[src/rtl/comp_fiber_tx_framer.sv]
// comp_fiber_tx_framer: transmit framer for the comparator fiber link.
// Emits 4-cycle frames (K28.5 header + three 16-bit data words) on the
// 160 MHz GTX TX user interface: sync frames after reset, then comparator
// data / idle / latency-trigger frames, or a start frame followed by PRBS
// test frames.
// Ports:
//   ref_clk, reset          160 MHz clock, async active-high reset
//   din[47:0], din_valid    comparator word and its valid flag
//   din_ready               word accepted when din_valid is also high
//   ltncy_req, inj_err      request pulses (sticky until consumed)
//   en_prbstest             PRBS test-mode level
//   tx_data, tx_charisk     GTX TX word and K-character flags
//   word0                   tx_data carries phase 0 of a frame
//   frame_count             frames started since reset (wrapping)
//   sync_done, prbs_active  status flags
module comp_fiber_tx_framer #(
  parameter int unsigned SYNC_FRAMES = 64,
  parameter logic [15:0] PRBS_SEED   = 16'hACE1
) (
  input  logic        ref_clk,
  input  logic        reset,
  input  logic [47:0] din,
  input  logic        din_valid,
  output logic        din_ready,
  input  logic        ltncy_req,
  input  logic        en_prbstest,
  input  logic        inj_err,
  output logic [15:0] tx_data,
  output logic [1:0]  tx_charisk,
  output logic        word0,
  output logic [7:0]  frame_count,
  output logic        sync_done,
  output logic        prbs_active
);

  localparam int unsigned DATA_W = 48;
  localparam int unsigned CNT_W  = 16;

  localparam logic [7:0] K28_5      = 8'hBC;
  localparam logic [7:0] CTRL_IDLE  = 8'h50;
  localparam logic [7:0] CTRL_DATA  = 8'hDA;
  localparam logic [7:0] CTRL_FC    = 8'hFC;
  localparam logic [7:0] CTRL_START = 8'hF7;
  localparam logic [7:0] CTRL_PRBS  = 8'hA5;

  typedef enum logic [1:0] {
    ST_SYNC  = 2'd0,
    ST_RUN   = 2'd1,
    ST_START = 2'd2,
    ST_PRBS  = 2'd3
  } state_t;

  state_t              r_state;
  state_t              w_nxt_state;
  logic [1:0]          r_phase;
  logic [CNT_W-1:0]    r_sync_cnt;
  logic [DATA_W-1:0]   r_data;
  logic [15:0]         r_lfsr;
  logic                r_en_smp;
  logic                r_ltncy;
  logic                r_inj;
  logic                w_boundary;
  logic                w_sync_last;
  logic                w_take;
  logic [7:0]          w_nxt_ctrl;
  logic [DATA_W-1:0]   w_nxt_data;
  logic [15:0]         w_lfsr_nxt;

  assign w_boundary  = (r_phase == 2'd3);
  assign w_sync_last = (r_sync_cnt == CNT_W'(SYNC_FRAMES));
  // din_ready is only ever high in the phase-3 cycle, so this is the capture
  assign w_take      = din_valid & din_ready;
  assign w_lfsr_nxt  = {r_lfsr[14:0], r_lfsr[15] ^ r_lfsr[13] ^ r_lfsr[12] ^ r_lfsr[10]};

  // State register
  always_ff @(posedge ref_clk or posedge reset) begin
    if (reset) r_state <= ST_SYNC;
    else       r_state <= w_nxt_state;
  end

  // Next-state and next-frame content; only acted on at the frame boundary.
  // Mode decisions use en_prbstest as sampled entering phase 3, so that the
  // registered din_ready in that cycle already reflects a pending START.
  always_comb begin
    w_nxt_state = r_state;
    w_nxt_ctrl  = CTRL_IDLE;
    w_nxt_data  = '0;
    if (w_boundary) begin
      unique case (r_state)
        ST_SYNC:  if (w_sync_last) w_nxt_state = r_en_smp ? ST_START : ST_RUN;
        ST_RUN:   if (r_en_smp)    w_nxt_state = ST_START;
        ST_START: w_nxt_state = ST_PRBS;
        ST_PRBS:  if (!r_en_smp)   w_nxt_state = ST_RUN;
        default:  w_nxt_state = ST_SYNC;
      endcase
    end
    unique case (w_nxt_state)
      ST_RUN: begin
        if (w_take) begin
          w_nxt_ctrl = CTRL_DATA;
          w_nxt_data = din;
        end
        if (r_ltncy) w_nxt_ctrl = CTRL_FC;
      end
      ST_START: w_nxt_ctrl = CTRL_START;
      ST_PRBS: begin
        w_nxt_ctrl = CTRL_PRBS;
        w_nxt_data = {r_lfsr, ~r_lfsr, r_lfsr[15:1], r_lfsr[0] ^ r_inj};
      end
      default: ;
    endcase
  end

  // Framing datapath and registered outputs
  always_ff @(posedge ref_clk or posedge reset) begin
    if (reset) begin
      r_phase     <= 2'd0;
      r_sync_cnt  <= CNT_W'(1);
      r_data      <= '0;
      r_lfsr      <= PRBS_SEED;
      r_en_smp    <= 1'b0;
      r_ltncy     <= 1'b0;
      r_inj       <= 1'b0;
      tx_data     <= {CTRL_IDLE, K28_5};
      tx_charisk  <= 2'b01;
      word0       <= 1'b1;
      din_ready   <= 1'b0;
      frame_count <= 8'd0;
      sync_done   <= 1'b0;
      prbs_active <= 1'b0;
    end else begin
      r_phase   <= r_phase + 2'd1;
      din_ready <= (r_phase == 2'd2) && (r_state == ST_RUN) && !en_prbstest;
      if (r_phase == 2'd2) r_en_smp <= en_prbstest;

      if (w_boundary) begin
        r_data      <= w_nxt_data;
        tx_data     <= {w_nxt_ctrl, K28_5};
        tx_charisk  <= 2'b01;
        word0       <= 1'b1;
        frame_count <= frame_count + 8'd1;
        prbs_active <= (w_nxt_state == ST_START) || (w_nxt_state == ST_PRBS);
        if (r_state == ST_SYNC && w_nxt_state != ST_SYNC) sync_done <= 1'b1;
        if (r_state == ST_SYNC && w_nxt_state == ST_SYNC) r_sync_cnt <= r_sync_cnt + CNT_W'(1);
        // Latches are consumed (or dropped) here; a same-cycle pulse survives
        r_ltncy <= (w_nxt_state == ST_SYNC) ? (r_ltncy | ltncy_req) : ltncy_req;
        r_inj   <= inj_err;
        if (w_nxt_state == ST_START)     r_lfsr <= PRBS_SEED;
        else if (w_nxt_state == ST_PRBS) r_lfsr <= w_lfsr_nxt;
      end else begin
        unique case (r_phase)
          2'd0:    tx_data <= r_data[15:0];
          2'd1:    tx_data <= r_data[31:16];
          default: tx_data <= r_data[47:32];
        endcase
        tx_charisk <= 2'b00;
        word0      <= 1'b0;
        r_ltncy    <= r_ltncy | ltncy_req;
        r_inj      <= r_inj | inj_err;
      end
    end
  end

endmodule

[config.mk]
export PLATFORM = sky130hd
export DESIGN_NAME = comp_fiber_tx_framer
export DESIGN_NICKNAME = d
export VERILOG_FILES = /design/src/rtl/comp_fiber_tx_framer.sv
export SDC_FILE = /design/constraint.sdc
export NUM_CORES = 1
export LEC_CHECK = 0
export CORE_ASPECT_RATIO = 0.5
export CORE_MARGIN = 2
export CORE_UTILIZATION = 49
export DETAILED_ROUTE_END_ITERATION = 12
export PLACE_DENSITY = 0.89
export SLEW_MARGIN = 10
export SYNTH_ARGS = -nofsm -noshare
export SYNTH_HDL_FRONTEND = slang
export SYNTH_SLANG_ARGS = --single-unit
export TNS_END_PERCENT = 5
[constraint.sdc]
create_clock -name ref_clk -period 4 [get_ports ref_clk]
set_input_delay 0.8 -clock ref_clk [delete_from_list [all_inputs] [get_ports ref_clk]]
set_output_delay 0.8 -clock ref_clk [all_outputs]
set_load 0.005 [all_outputs]
## Yosys cells after proc, flatten, opt, wreduce, memory -nomap -nowiden

Index checks and enable logic that the tools add are counted.

- Register bits after elaboration: 117
- Latch bits: 0
- Bits in writable memories: 0
- ROM bits: 0
- Bits of input ports: 54
- Word-level logic and storage cells: 70
- Memories: 0

- $add $sub $neg: 3
- Multipliers: 0
- Div/mod/pow operators: 0
- $lt $le $gt $ge: 0
- Equal/unequal tests: 10
- Shift-type cells: 0
- Muxes and demuxes: 20
- Bitwise operators: 8
- Reduce and logical (&&, ||, !) cells: 14

Operators by type and width:

| kind | number |
|---|---|
| 48-bit one-hot mux with 2 select lines | 1 |
| 16-bit 2-to-1 mux | 3 |
| 48-bit 2-to-1 mux | 1 |
| 16-bit one-hot mux with 2 select lines | 1 |
| 8-bit one-hot mux with 3 select lines | 1 |
| 16-bit by 1-bit adder with 16-bit output, second input constant | 1 |
| 16-bit by 7-bit equality test with 1-bit output, second input constant | 1 |
| 8-bit 2-to-1 mux | 2 |
| 16-bit NOT | 1 |
| 2-bit equality test, second input constant | 6 |
| 2-bit 2-to-1 mux | 5 |
| 8-bit by 1-bit adder with 8-bit output, second input constant | 1 |
| 2-bit one-hot mux with 4 select lines | 1 |
| 2-bit by 1-bit equality test with 1-bit output, second input constant | 3 |
| 2-bit logical NOT | 3 |
| 2-bit AND reduction | 3 |
| 1-bit 2-to-1 mux | 5 |
| 1-bit logical AND | 4 |
| 2-bit nonzero test | 2 |
| 1-bit XOR | 4 |
| 2-bit by 1-bit adder with 2-bit output, second input constant | 1 |
| 1-bit bitwise OR | 2 |
| 1-bit AND | 1 |
| 1-bit logical NOT | 1 |
| 1-bit logical OR | 1 |

## Logic depth before layout (Yosys ltp)

- Depth in word-level cells: 7
- Gate-level depth with buffers: 9
- Gate-level depth less buffers: 7

## Worst setup path after synthesis

Ideal clock, no wire load.

- Kind: input to register
- Start: input din_valid
- End: register r_data[1]
- Library setup time: 127 ps
- Data arrival time: 1936 ps
- Required time: 3873 ps
- Setup slack: 1937 ps
- Stages: 7
- Cells stage by stage: and2_1 and3_1 buf_2 o21bai_4 buf_4 a221oi_1 nor2_1

- Cells in the longest elaborated chain, start to end: 3

RTL lines:

| item | RTL line | source |
|---|---|---|
| start: declaration | 23 | `input logic din_valid,` |
| 1-bit AND | 72 | `assign w_take = din_valid & din_ready;` |
| 48-bit 2-to-1 mux | 99 | `if (w_take) begin` |
| 48-bit one-hot mux with 2 select lines | 97 | `unique case (w_nxt_state)` |
| end signal: assignment | 137 | `r_data <= w_nxt_data;` |
| end: declaration | 57 | `logic [DATA_W-1:0] r_data;` |

No other way between the ends.
A chain may end at the register's enable or synchronous reset.

## Worst setup path in the final report

- Start: register r_phase[0]
- End: register r_data[25]

- Cells in the longest elaborated chain, start to end: 4
- Elaborated cells on any way between the ends: 5
- Classes of those cells: eq/ne: 3; mux: 2

RTL lines:

| item | RTL line | source |
|---|---|---|
| start: declaration | 55 | `logic [1:0] r_phase;` |
| start signal: assignment | 132 | `r_phase <= r_phase + 2'd1;` |
| 2-bit equality test * | 69 | `assign w_boundary = (r_phase == 2'd3);` |
| net w_boundary | 62 | `logic w_boundary;` |
| 2-bit 2-to-1 mux | 88 | `if (w_boundary) begin` |
| 2-bit equality test or 2-bit by 1-bit equality test with 1-bit output (tied branches) | 97 |  |
| 48-bit one-hot mux with 2 select lines | 97 |  |

Mark *: on every way through the listed nets, which the timed path passes. The rest lies on a longest branch.

==> impl_metrics.env <==
export IMPL_dr_pass1_iters=6
export IMPL_holdCritPathClass="flip-flop to flip-flop"
export IMPL_synth_sequential_area_ratio=0.541
export IMPL_postSynthNetCount=552
export IMPL_antenna_violations_before_repair=0
export IMPL_critPathLaunchType="flip-flop"
export IMPL_period_share=0.743
export IMPL_start_util=0.515
export IMPL_postSynthRegisterBits=115
export IMPL_cts_inserted_buffers=17
export IMPL_cts_tree="built"
export IMPL_postCtsSetupRepairBufs=0
export IMPL_dr_wl_cell_um=20.8
export IMPL_grt_first_pass_wirelength_um=24200
export IMPL_number_of_input_and_output_port_buffers_inserted=82
export IMPL_post_cts_resize_count=0
export IMPL_synth_enable_flop_cells=0
export IMPL_route_antenna_remaining_nets=0
export IMPL_period_needed_ns=2.97
export IMPL_critical_path_max_fanout=55
export IMPL_clock_sink_count=115
export IMPL_synthesis_area_sq_um=5360
export IMPL_postLayoutCoreUtil=0.661
export IMPL_cts_htree_levels=4
export IMPL_detail_route_iter0_violations=656
export IMPL_number_of_maximum_capacitance_constraint_violations=0
export IMPL_fin_cells=719
export IMPL_timing_setup_critical_path_class="flip-flop to flip-flop"
export IMPL_pin_count_of_the_biggest_net_entering_global_routing=63
export IMPL_postSynthAreaPerCell_sq_um=10.9
export IMPL_gr_usage_all_layers=0.263
export IMPL_post_route_cells_drive_above_1_share=0.152
export IMPL_final_hold_viol_count=0
export IMPL_timing_setup_tns_ns=0
export IMPL_yosys_most_used_dff="dfrtp_1"
export IMPL_maxClockFrequency_mhz=337
export IMPL_timing_worst_slew_pin_value_ns=0.968
export IMPL_cts_hold_repair_buffers=0
export IMPL_worst_ep_required_time_ns=4.36
export IMPL_cts_buffer_depth=2
export IMPL_routed_via_density=6.23
export IMPL_synthesis_instances=491
export IMPL_detail_route_drc_violations=0
export IMPL_die_width_um=152
export IMPL_timing_max_slew_rel_slack=0.353
export IMPL_dieArea_sq_um=11800
export IMPL_total_global_routing_overflow=0
export IMPL_max_vdd_ir_drop_mv=0.327
export IMPL_final_number_of_setup_violating_endpoints=0
export IMPL_fin_worst_skew_ns=0.00702
export IMPL_finalWeightedCongestion=0.825
export IMPL_routed_via_count=4477
export IMPL_synth_largest_area_cell="dfrtp_1"
export IMPL_power_static_leakage_nw=2.92
export IMPL_timing_max_transition_violations_final=0
export IMPL_layout_nets=627
export IMPL_area_growth_synth_to_final_pct=28.4
export IMPL_yosysWarnings=0
export IMPL_core_area_sq_um=10400
export IMPL_path_clk_slew_ns=0.06
export IMPL_rsz0062_at_grt="false"
export IMPL_die_h_um=78.0
export IMPL_routed_wl_um=14900
export IMPL_first_global_vias=4538
export IMPL_top_level_ports=84
export IMPL_worst_setup_path_end_kind="flip-flop"
export IMPL_synth_top_cell_area_share=0.458
export IMPL_placement_rows=26
export IMPL_worstSkewPairLatency_ns=0.42
export IMPL_power_per_cell_area_nw_per_um2=412
export IMPL_run_status="completed"
export IMPL_hpwl_um=8860
export IMPL_dpl_cell_count=687
export IMPL_synthArstFlopShare=1.00
export IMPL_worst_ep_arrival_time_ns=3.33
export IMPL_antenna_cells=0
export IMPL_clk_root_buffer_cell="clkbuf_16"
export IMPL_netlist_cell_type_count=52
export IMPL_netlist_top_cells_area="dfrtp_1 46%, dfstp_2 8.3%, nand2_1 5.8%, o221ai_2 3.9%, o2bb2ai_1 2.9%"
export IMPL_final_fill_count=717
-- worst max-delay path: stages, from the launching register on --
cell and delay, ns:
dfrtp_1 0.43, ha_4 0.44, buf_4 0.61, nand3_1 0.84
o2bb2ai_1 0.43, a31o_2 0.14
-- report_power, final --
group	switching, W	internal (W)
sequential	0.000000976	0.00117
clock	0.000573	0.00101
combinational	0.0000371	0.0000481
-- placed cells by master, fill, tap and decap left out, types with 4 or more instances in the layout --
cell type | netlist | final
a21o_1 | 5 | 5
a21oi_1 | 20 | 20
a221oi_1 | 17 | 17
a22o_1 | 12 | 12
a22oi_1 | 10 | 10
a31o_2 | 4 | 4
and3_1 | 5 | 5
buf_4 | 3 | 7
clkbuf_16 | 0 | 17
clkdlybuf4s50_1 | 0 | 82
clkinvlp_4 | 0 | 4
dfrtp_1 | 98 | 98
dfstp_2 | 17 | 17
ha_1 | 7 | 6
inv_1 | 18 | 17
nand2_1 | 83 | 83
nand3_1 | 18 | 18
nand4_1 | 6 | 6
nor2_1 | 28 | 28
o21ai_0 | 5 | 5
o21ai_1 | 6 | 6
o221ai_2 | 14 | 14
o22a_1 | 7 | 7
o2bb2ai_1 | 18 | 18
xnor2_1 | 18 | 18
xor2_1 | 8 | 8
-- logic make-up (layout without fill, tap and decap cells) --
group,after synthesis,after routing,share of synthesized area
and+or+nand+nor,157,157,0.143
AOI/OAI and AO/OA,131,131,0.208
DFF,115,115,0.541
buffers and inverters,51,139,0.0425
xor gates and xnor gates,26,26,0.0425
adders and majority gates,7,7,0.0163
muxes,3,3,0.00607
other,1,1,0.000700
-- sequential cells by signal, indices dropped and copies added (netlist names) --
| register | count |
|---|---|
| r_state | 2 |
| r_phase | 2 |
| r_en_smp | 1 |
| tx_charisk | 1 |
| tx_data | 16 |
| din_ready | 1 |
| r_lfsr | 16 |
| r_inj | 1 |
| sync_done | 1 |
| r_sync_cnt | 16 |
| r_data | 48 |
| frame_count | 8 |
| prbs_active | 1 |
| r_ltncy | 1 |
-- synth_stat cells (3+ instances only) --
cell       count
a21o_1         5
a21oi_1       20
a221oi_1      17
a22o_1        12
a22oi_1       10
a31o_2         4
and3_1         5
buf_1          3
buf_2          8
buf_4          3
clkbuf_1      17
dfrtp_1       98
dfstp_2       17
ha_1           7
inv_1         18
nand2_1       83
nand3_1       18
nand4_1        6
nor2_1        28
o21ai_0        5
o21ai_1        6
o221ai_1       3
o221ai_2      14
o22a_1         7
o2bb2ai_1     18
xnor2_1       18
xor2_1         8
-- per-stage QoR --
stage / hold WS [ns] / power, W / worst slack, ns / instance area (sq um)
global placement: 0.461 / 0.00127 / 0.980 / 6270
global route: 0.503 / 0.00290 / 0.915 / 6880
detailed placement: 0.462 / 0.00127 / 0.867 / 6270
finish: 0.474 / 0.00284 / 1.03 / 6880
CTS: 0.475 / 0.00283 / 1.10 / 6880
floorplan: 0.447 / 0.00121 / 0.184 / 5360
-- final cells by class --
type	instances	area, sq um	area share
multi-input cells	325	2250	0.327
inverters	18	70.1	0.0102
clock inverters	12	156	0.0227
clock buffers	20	457	0.0663
flip-flops and latches	115	2900	0.421
well taps	140	175	0.0254
repair buffers	89	873	0.127
-- worst paths after layout --
check                            from          end  slack (ns)  cells past startpoint
max in group asynchronous       reset    r_lfsr[7]        2.22                      3
setup / recovery           r_phase[0]   r_data[25]        1.03                      5
hold reg to reg             sync_done    sync_done        0.47                      1
setup reg to reg           r_phase[0]   r_data[25]        1.03                      5
hold / removal              sync_done    sync_done        0.47                      1
min in group asynchronous       reset  tx_data[10]        0.88                      2
-- per-layer routing --
metal,vias to the layer above,global-route usage,wire length (um)
li1,1924,-,-
met1,2231,0.320,5750
met2,269,0.441,7410
met3,53,0.0749,1310
met4,0,0.122,476
met5,-,0,0
No activity file was read; power rests on OpenSTA's default activity.
